--- config.mk ---
export PLATFORM = sky130hd
export DESIGN_NAME = ascon_rc_sequencer_flat
export DESIGN_NICKNAME = d
export VERILOG_FILES = /design/src/rtl/ascon_pkg.sv /design/src/rtl/ascon_rc_sequencer_if.sv /design/src/rtl/ascon_rc_lane.sv /design/src/rtl/ascon_rc_sequencer.sv /design/src/flat_wrapper.sv
export SDC_FILE = /design/constraint.sdc
export NUM_CORES = 1
export LEC_CHECK = 0
export CAP_MARGIN = 20
export CORE_UTILIZATION = 45
export DETAILED_ROUTE_END_ITERATION = 8
export PLACE_DENSITY_LB_ADDON = 0.3
export SYNTH_ARGS = -nofsm -noshare
export SYNTH_HDL_FRONTEND = slang
export SYNTH_SLANG_ARGS = --single-unit
--- constraint.sdc ---
create_clock -name clk -period 3.1 [get_ports clk]
set_clock_uncertainty 0.1 [all_clocks]
set_input_delay 0.62 -clock clk [delete_from_list [all_inputs] [get_ports clk]]
set_output_delay 0.62 -clock clk [all_outputs]
set_load 0.03 [all_outputs]
--- src/rtl/ascon_pkg.sv ---
// Shared Ascon constants, sequencer state encoding and the round-constant function.
package ascon_pkg;

  localparam int unsigned ASCON_MAX_ROUNDS = 12;
  localparam int unsigned ASCON_RC_W       = 8;
  localparam int unsigned ASCON_PA         = 12;
  localparam int unsigned ASCON_PB         = 6;
  localparam int unsigned ASCON_IDX_W      = 5;

  localparam logic [1:0] ST_IDLE_ENC = 2'd0;
  localparam logic [1:0] ST_RUN_ENC  = 2'd1;
  localparam logic [1:0] ST_DONE_ENC = 2'd2;

  typedef enum logic [1:0] {
    ST_IDLE = ST_IDLE_ENC,
    ST_RUN  = ST_RUN_ENC,
    ST_DONE = ST_DONE_ENC
  } rc_state_t;

  // {~i, i} equals 0xF0 - 15*i for every 4-bit i.
  function automatic logic [ASCON_RC_W-1:0] ascon_rc(input logic [3:0] idx);
    return {~idx, idx};
  endfunction

endpackage

--- src/rtl/ascon_rc_sequencer_if.sv ---
// Handshake between the mode controller (master) and the round-constant sequencer (slave).
interface ascon_rc_sequencer_if
  import ascon_pkg::*;
#(
  parameter int unsigned UNROLL = 1
);

  logic                           start;
  logic [3:0]                     rounds;
  logic                           stall;
  logic                           abort;
  logic                           ready;
  logic                           busy;
  logic [UNROLL*ASCON_RC_W-1:0]   rc_out;
  logic [UNROLL-1:0]              rc_valid;
  logic                           step_valid;
  logic                           first;
  logic                           last;
  logic                           done;
  logic                           err;

  modport master (
    output start, rounds, stall, abort,
    input  ready, busy, rc_out, rc_valid, step_valid, first, last, done, err
  );

  modport slave (
    input  start, rounds, stall, abort,
    output ready, busy, rc_out, rc_valid, step_valid, first, last, done, err
  );

endinterface

--- src/rtl/ascon_rc_lane.sv ---
// One lane of the constant generator: constant and validity for a 5-bit round index.
module ascon_rc_lane
  import ascon_pkg::*;
(
  input  logic [ASCON_IDX_W-1:0] i_idx,
  output logic [ASCON_RC_W-1:0]  o_rc,
  output logic                   o_valid
);

  logic w_in_range;

  assign w_in_range = (i_idx <= ASCON_IDX_W'(ASCON_MAX_ROUNDS - 1));
  assign o_valid    = w_in_range;
  assign o_rc       = w_in_range ? ascon_rc(i_idx[3:0]) : '0;

endmodule

--- src/rtl/ascon_rc_sequencer.sv ---
// Streams Ascon round constants, UNROLL per step, for a requested round count.
module ascon_rc_sequencer
  import ascon_pkg::*;
#(
  parameter int unsigned UNROLL     = 1,
  parameter int unsigned MAX_ROUNDS = 12,
  parameter int unsigned RC_W       = 8
) (
  input  logic                 clk,
  input  logic                 rst,
  ascon_rc_sequencer_if.slave  bus
);

  localparam int unsigned IDX_W = ASCON_IDX_W;

  rc_state_t               r_state;
  logic [3:0]              r_idx;
  logic                    r_ready;
  logic                    r_busy;
  logic [UNROLL*RC_W-1:0]  r_rc_out;
  logic [UNROLL-1:0]       r_rc_valid;
  logic                    r_step_valid;
  logic                    r_first;
  logic                    r_last;
  logic                    r_done;
  logic                    r_err;

  logic                    w_legal;
  logic [IDX_W-1:0]        w_nidx;
  logic                    w_nlast;
  logic [IDX_W-1:0]        w_lane_idx [UNROLL];
  logic [RC_W-1:0]         w_lane_rc  [UNROLL];
  logic [UNROLL-1:0]       w_lane_vld;
  logic [UNROLL*RC_W-1:0]  w_rc_pack;

  assign w_legal = (bus.rounds != 4'd0) && (IDX_W'(bus.rounds) <= IDX_W'(MAX_ROUNDS));

  // Index of the step that would be presented after this edge.
  always_comb begin
    w_nidx = IDX_W'(r_idx);
    case (r_state)
      ST_IDLE: w_nidx = IDX_W'(MAX_ROUNDS) - IDX_W'(bus.rounds);
      ST_RUN:  if (!bus.stall) w_nidx = IDX_W'(r_idx) + IDX_W'(UNROLL);
      default: w_nidx = IDX_W'(r_idx);
    endcase
  end

  assign w_nlast = ((w_nidx + IDX_W'(UNROLL)) >= IDX_W'(MAX_ROUNDS));

  for (genvar j = 0; j < UNROLL; j++) begin : g_lane
    assign w_lane_idx[j] = w_nidx + IDX_W'(j);

    ascon_rc_lane u_lane (
      .i_idx   (w_lane_idx[j]),
      .o_rc    (w_lane_rc[j]),
      .o_valid (w_lane_vld[j])
    );
  end

  always_comb begin
    w_rc_pack = '0;
    for (int j = 0; j < UNROLL; j++) begin
      w_rc_pack[j*RC_W +: RC_W] = w_lane_rc[j];
    end
  end

  // Sequencer FSM with registered outputs; abort outranks start and stall.
  always_ff @(posedge clk) begin
    if (rst) begin
      r_state      <= ST_IDLE;
      r_idx        <= '0;
      r_ready      <= 1'b1;
      r_busy       <= 1'b0;
      r_rc_out     <= '0;
      r_rc_valid   <= '0;
      r_step_valid <= 1'b0;
      r_first      <= 1'b0;
      r_last       <= 1'b0;
      r_done       <= 1'b0;
      r_err        <= 1'b0;
    end else begin
      r_done <= 1'b0;
      r_err  <= 1'b0;
      case (r_state)
        ST_IDLE: begin
          if (bus.abort) begin
            r_state <= ST_IDLE;
          end else if (bus.start) begin
            if (w_legal) begin
              r_state      <= ST_RUN;
              r_idx        <= w_nidx[3:0];
              r_ready      <= 1'b0;
              r_busy       <= 1'b1;
              r_rc_out     <= w_rc_pack;
              r_rc_valid   <= w_lane_vld;
              r_step_valid <= 1'b1;
              r_first      <= 1'b1;
              r_last       <= w_nlast;
            end else begin
              r_err <= 1'b1;
            end
          end
        end

        ST_RUN: begin
          if (bus.abort) begin
            r_state      <= ST_IDLE;
            r_idx        <= '0;
            r_ready      <= 1'b1;
            r_busy       <= 1'b0;
            r_rc_out     <= '0;
            r_rc_valid   <= '0;
            r_step_valid <= 1'b0;
            r_first      <= 1'b0;
            r_last       <= 1'b0;
          end else if (!bus.stall) begin
            if (r_last) begin
              r_state      <= ST_DONE;
              r_idx        <= '0;
              r_busy       <= 1'b0;
              r_rc_out     <= '0;
              r_rc_valid   <= '0;
              r_step_valid <= 1'b0;
              r_first      <= 1'b0;
              r_last       <= 1'b0;
              r_done       <= 1'b1;
            end else begin
              r_idx      <= w_nidx[3:0];
              r_rc_out   <= w_rc_pack;
              r_rc_valid <= w_lane_vld;
              r_first    <= 1'b0;
              r_last     <= w_nlast;
            end
          end
        end

        ST_DONE: begin
          r_state <= ST_IDLE;
          r_ready <= 1'b1;
        end

        default: begin
          r_state <= ST_IDLE;
          r_ready <= 1'b1;
        end
      endcase
    end
  end

  assign bus.ready      = r_ready;
  assign bus.busy       = r_busy;
  assign bus.rc_out     = r_rc_out;
  assign bus.rc_valid   = r_rc_valid;
  assign bus.step_valid = r_step_valid;
  assign bus.first      = r_first;
  assign bus.last       = r_last;
  assign bus.done       = r_done;
  assign bus.err        = r_err;

endmodule

--- src/flat_wrapper.sv ---
// flat-port wrapper written by rule: the top's interface ports become plain ports
module ascon_rc_sequencer_flat import ascon_pkg::*;
#(
  parameter int unsigned UNROLL     = 1,
  parameter int unsigned MAX_ROUNDS = 12,
  parameter int unsigned RC_W       = 8
)
  (clk, rst, bus_start, bus_rounds, bus_stall, bus_abort, bus_ready, bus_busy, bus_rc_out, bus_rc_valid, bus_step_valid, bus_first, bus_last, bus_done, bus_err);
  ascon_rc_sequencer_if #(.UNROLL(UNROLL)) bus_i ();
  input  logic clk;
  input  logic rst;
  input wire logic [$bits(bus_i.start)-1:0] bus_start;
  input wire logic [$bits(bus_i.rounds)-1:0] bus_rounds;
  input wire logic [$bits(bus_i.stall)-1:0] bus_stall;
  input wire logic [$bits(bus_i.abort)-1:0] bus_abort;
  output wire logic [$bits(bus_i.ready)-1:0] bus_ready;
  output wire logic [$bits(bus_i.busy)-1:0] bus_busy;
  output wire logic [$bits(bus_i.rc_out)-1:0] bus_rc_out;
  output wire logic [$bits(bus_i.rc_valid)-1:0] bus_rc_valid;
  output wire logic [$bits(bus_i.step_valid)-1:0] bus_step_valid;
  output wire logic [$bits(bus_i.first)-1:0] bus_first;
  output wire logic [$bits(bus_i.last)-1:0] bus_last;
  output wire logic [$bits(bus_i.done)-1:0] bus_done;
  output wire logic [$bits(bus_i.err)-1:0] bus_err;
  assign bus_i.start = bus_start;
  assign bus_i.rounds = bus_rounds;
  assign bus_i.stall = bus_stall;
  assign bus_i.abort = bus_abort;
  assign bus_ready = bus_i.ready;
  assign bus_busy = bus_i.busy;
  assign bus_rc_out = bus_i.rc_out;
  assign bus_rc_valid = bus_i.rc_valid;
  assign bus_step_valid = bus_i.step_valid;
  assign bus_first = bus_i.first;
  assign bus_last = bus_i.last;
  assign bus_done = bus_i.done;
  assign bus_err = bus_i.err;
  ascon_rc_sequencer #(.UNROLL(UNROLL), .MAX_ROUNDS(MAX_ROUNDS), .RC_W(RC_W)) u_core (.clk(clk), .rst(rst), .bus(bus_i));
endmodule
==> results.md <==
* IO buf count at 24
* Via density at 5.54
* Grt total ovfl at 0
* Placeable Area at 2250 um2
* Max incr delay on CP at 0.52 ns
* Status: completed
* Top post-synthesis cells by area: dfxtp_1, nor2_1, a21oi_1, a22o_1, nand2_1
* Distinct cells, synth at 45
* DRT iter0 DRCs at 15
* Min cycle time layout at 2.50 ns
* Max capacitance violation total at 0
* Pin count of the biggest net entering global routing at 19
* Final Hold Fails at 0
* Post-DRT Antenna Nets at 0
* Die height at 51.4 um
* Worst Path Max Fanout at 18
* Latest clock arrival within the worst-skew pair at 0.29 ns
* Routed wire length per instance at 13.2 um
* Net Sw Frac at 31.2%
* Max-slew violations at 0
* Vias in the first global route at 851
* Area leader, netlist: dfxtp_1
* Clock Power Share at 21.3%
* Initial Util at 48.7%
* CTS tree: done
* Worst setup SP type: input pin
* Setup Fix Bufs, Post-CTS at 0
* Async SR Flop Fraction at 0%
* CP endpoint kind: flip-flop
* Commonest non-fill, non-tap cell in the layout: clkdlybuf4s50_1
* Final Cycle Share at 80.5%
* Number of synthesized flops with an enable pin at 0
* Avg Cell Area, Syn at 9.07 um2
* I/O Pins at 25
* Share of layout cells above drive strength 1 at 9.09%
* Top cell type's share of synthesized area at 38.3%
* Diodes inserted at 0
* Final net count at 155
* Hold Crit Class: flip-flop to flip-flop
* Total power at 596 uW
* DRC violations left at 0
* Flop pwr share at 51.1%
* Detailed Routing Iterations Pass 1 at 4
* Layout Area Growth over Synthesis at 24.3%
* Slew at the pin closest to its max-slew limit at 0.571 ns
* Cells after DPL at 167
* DIE AREA at 2640 um2
* DP HPWL at 1.71 mm
* H-tree depth at 1
* Max Fclk at 401 MHz
* Sequential area share after synthesis at 38.3%
* First-pass GRT wire length at 3.73 mm
* Cell area after synthesis at 1100 um2
* Vias at 948
* GP Congestion at 0.754
* DIE WIDTH at 51.4 um
* Int Power at 410 uW
* CP max-delay cell: clkdlybuf4s50_1
* CP Class: input pin to flip-flop
* RSZ-0062 raised after global routing: no
* # rows at 17
* Non-Filler Instances at 171
* Cts hold-fix bufs at 0
* Yosys reg bits at 21
* Worst EP arrival at 2.64 ns
* Gr usage total at 18.6%
* Main synth FF type: dfxtp_1
* Comb pwr share at 27.6%
* Max-slew headroom at 61.9%
* Most frequent cells in the layout: clkdlybuf4s50_1, dfxtp_1, nor2_1, nand2_1, a21oi_1
* Lkg Pwr at 0.502 nW
* Clk buf depth at 2
* Synthesis Warnings at 0
* Clock slew at reported path FFs at 0.11 ns
* Num CTS Buffers at 3
* Initial antenna violation count at 0
* VDD IR max at 0.000267 V
* CTS sink count at 21
* CP Cell Sequence: clkdlybuf4s50_1, inv_1, ha_1, and3b_1, o21ai_2, nand3b_4, nor2b_1, a22o_1
* Clock root buffer: clkbuf_4
* Syn Nets at 132
* Pwr dens at 437 nW/um2
* Setup TNS Final at 0 ns
* Syn Inst Count at 121
* Worst Path Required at 3.25 ns
* Sw power at 186 uW
* Final setup violating endpoints at 0
* WL final at 2.25 mm
* PostCTS Resize Cnt at 0
-- cells by family (layout without fill, tap and decap cells) --
group | count (synthesis) | in the layout | share of synthesized area (%)
flip-flops | 21 | 21 | 38.3
multiplexers | 2 | 2 | 1.94
adder cells (fa/ha/maj) | 2 | 2 | 2.28
buffers and inverters | 10 | 32 | 4.90
XOR/XNOR | 2 | 2 | 1.60
AND/OR/NAND/NOR | 51 | 51 | 27.4
AO/OA/AOI/OAI | 33 | 33 | 23.6
-- layout make-up --
cell class / count / area (um2)
flip-flops and latches: 21 / 420
fillers: 211 / 891
inverters: 3 / 11.3
repair buffers: 25 / 248
clock buffers: 4 / 26.3
well taps: 28 / 35.0
multi-input cells: 90 / 623
-- cells in the mapped netlist, types with 2 or more instances --
cell type and count:
o21ai_1 4, nor4_1 2, nor2_1 13, ha_1 2, nor3b_1 2, nand2b_1 4, a22o_1 5, a22oi_1 2
dfxtp_1 21, nor3_1 6, a32o_1 2, o21ai_0 2, nand2_1 9, buf_2 4, inv_1 3, a21oi_1 9
nor2b_1 3
-- state kept, by name, indices dropped and copies added, names as in the netlist --
register and cells:
u_core.bus.ready 1, u_core.bus.err 1, u_core.bus.rc_valid 1, u_core.bus.last 1, u_core.bus.done 1, u_core.bus.step_valid 1, u_core.r_state 2, u_core.bus.first 1
u_core.r_idx 4, u_core.bus.rc_out 8
-- power by group through the flow --
stage | sequential, mW | combinational [mW] | clock, mW
5_1_grt | 0.307 | 0.178 | 0.142
4_1_cts | 0.304 | 0.166 | 0.131
3_3_place_gp | 0.310 | 0.162 | 0
2_1_floorplan | 0.331 | 0.0884 | 0
3_5_place_dp | 0.310 | 0.165 | 0
6_report | 0.304 | 0.164 | 0.127
-- metrics by stage --
stage / setup slack, ns / hold WS, ns / instance area (um2) / utilization (%)
6_report: 0.604 / 0.341 / 1360 / 60.5
5_1_grt: 0.446 / 0.360 / 1360 / 60.5
4_1_cts: 0.574 / 0.343 / 1360 / 60.5
3_5_place_dp: 0.263 / 0.328 / 1340 / 59.3
3_3_place_gp: 0.355 / 0.333 / 1340 / 59.3
2_1_floorplan: 0.981 / 0.427 / 1100 / -
-- metal layers --
metal  vias to the layer above  part of all wire, %  global-route usage, %  routed length (um)
li1                        486                    -                      -                   -
met1                       448                   49                   25.0                1100
met2                        12                   48                   29.9                1080
met3                         2                  2.2                   1.79                  50
met4                         0                 0.75                   8.11                  17
met5                         -                    0                      0                   0
-- final timing paths --
| kind | start | end | slack, ns | cells after the start |
|---|---|---|---|---|
| max | bus_rounds[0] | u_core.bus.rc_out[4] | 0.60 | 8 |
| min | u_core.bus.rc_valid | u_core.bus.rc_valid | 0.34 | 2 |
| max reg2reg | u_core.r_state[1] | u_core.bus.last | 0.95 | 6 |
| min reg2reg | u_core.bus.rc_valid | u_core.bus.rc_valid | 0.34 | 2 |
-- worst max-delay path: cells and delay by family --
family / cells / cell delay [ns]
adder cells (fa/ha/maj): 1 / 0.22
AND/OR/NAND/NOR: 3 / 0.90
AO/OA/AOI/OAI: 2 / 0.32
buffers and inverters: 2 / 0.58
Note: power is estimated with default switching activity, not from simulation.
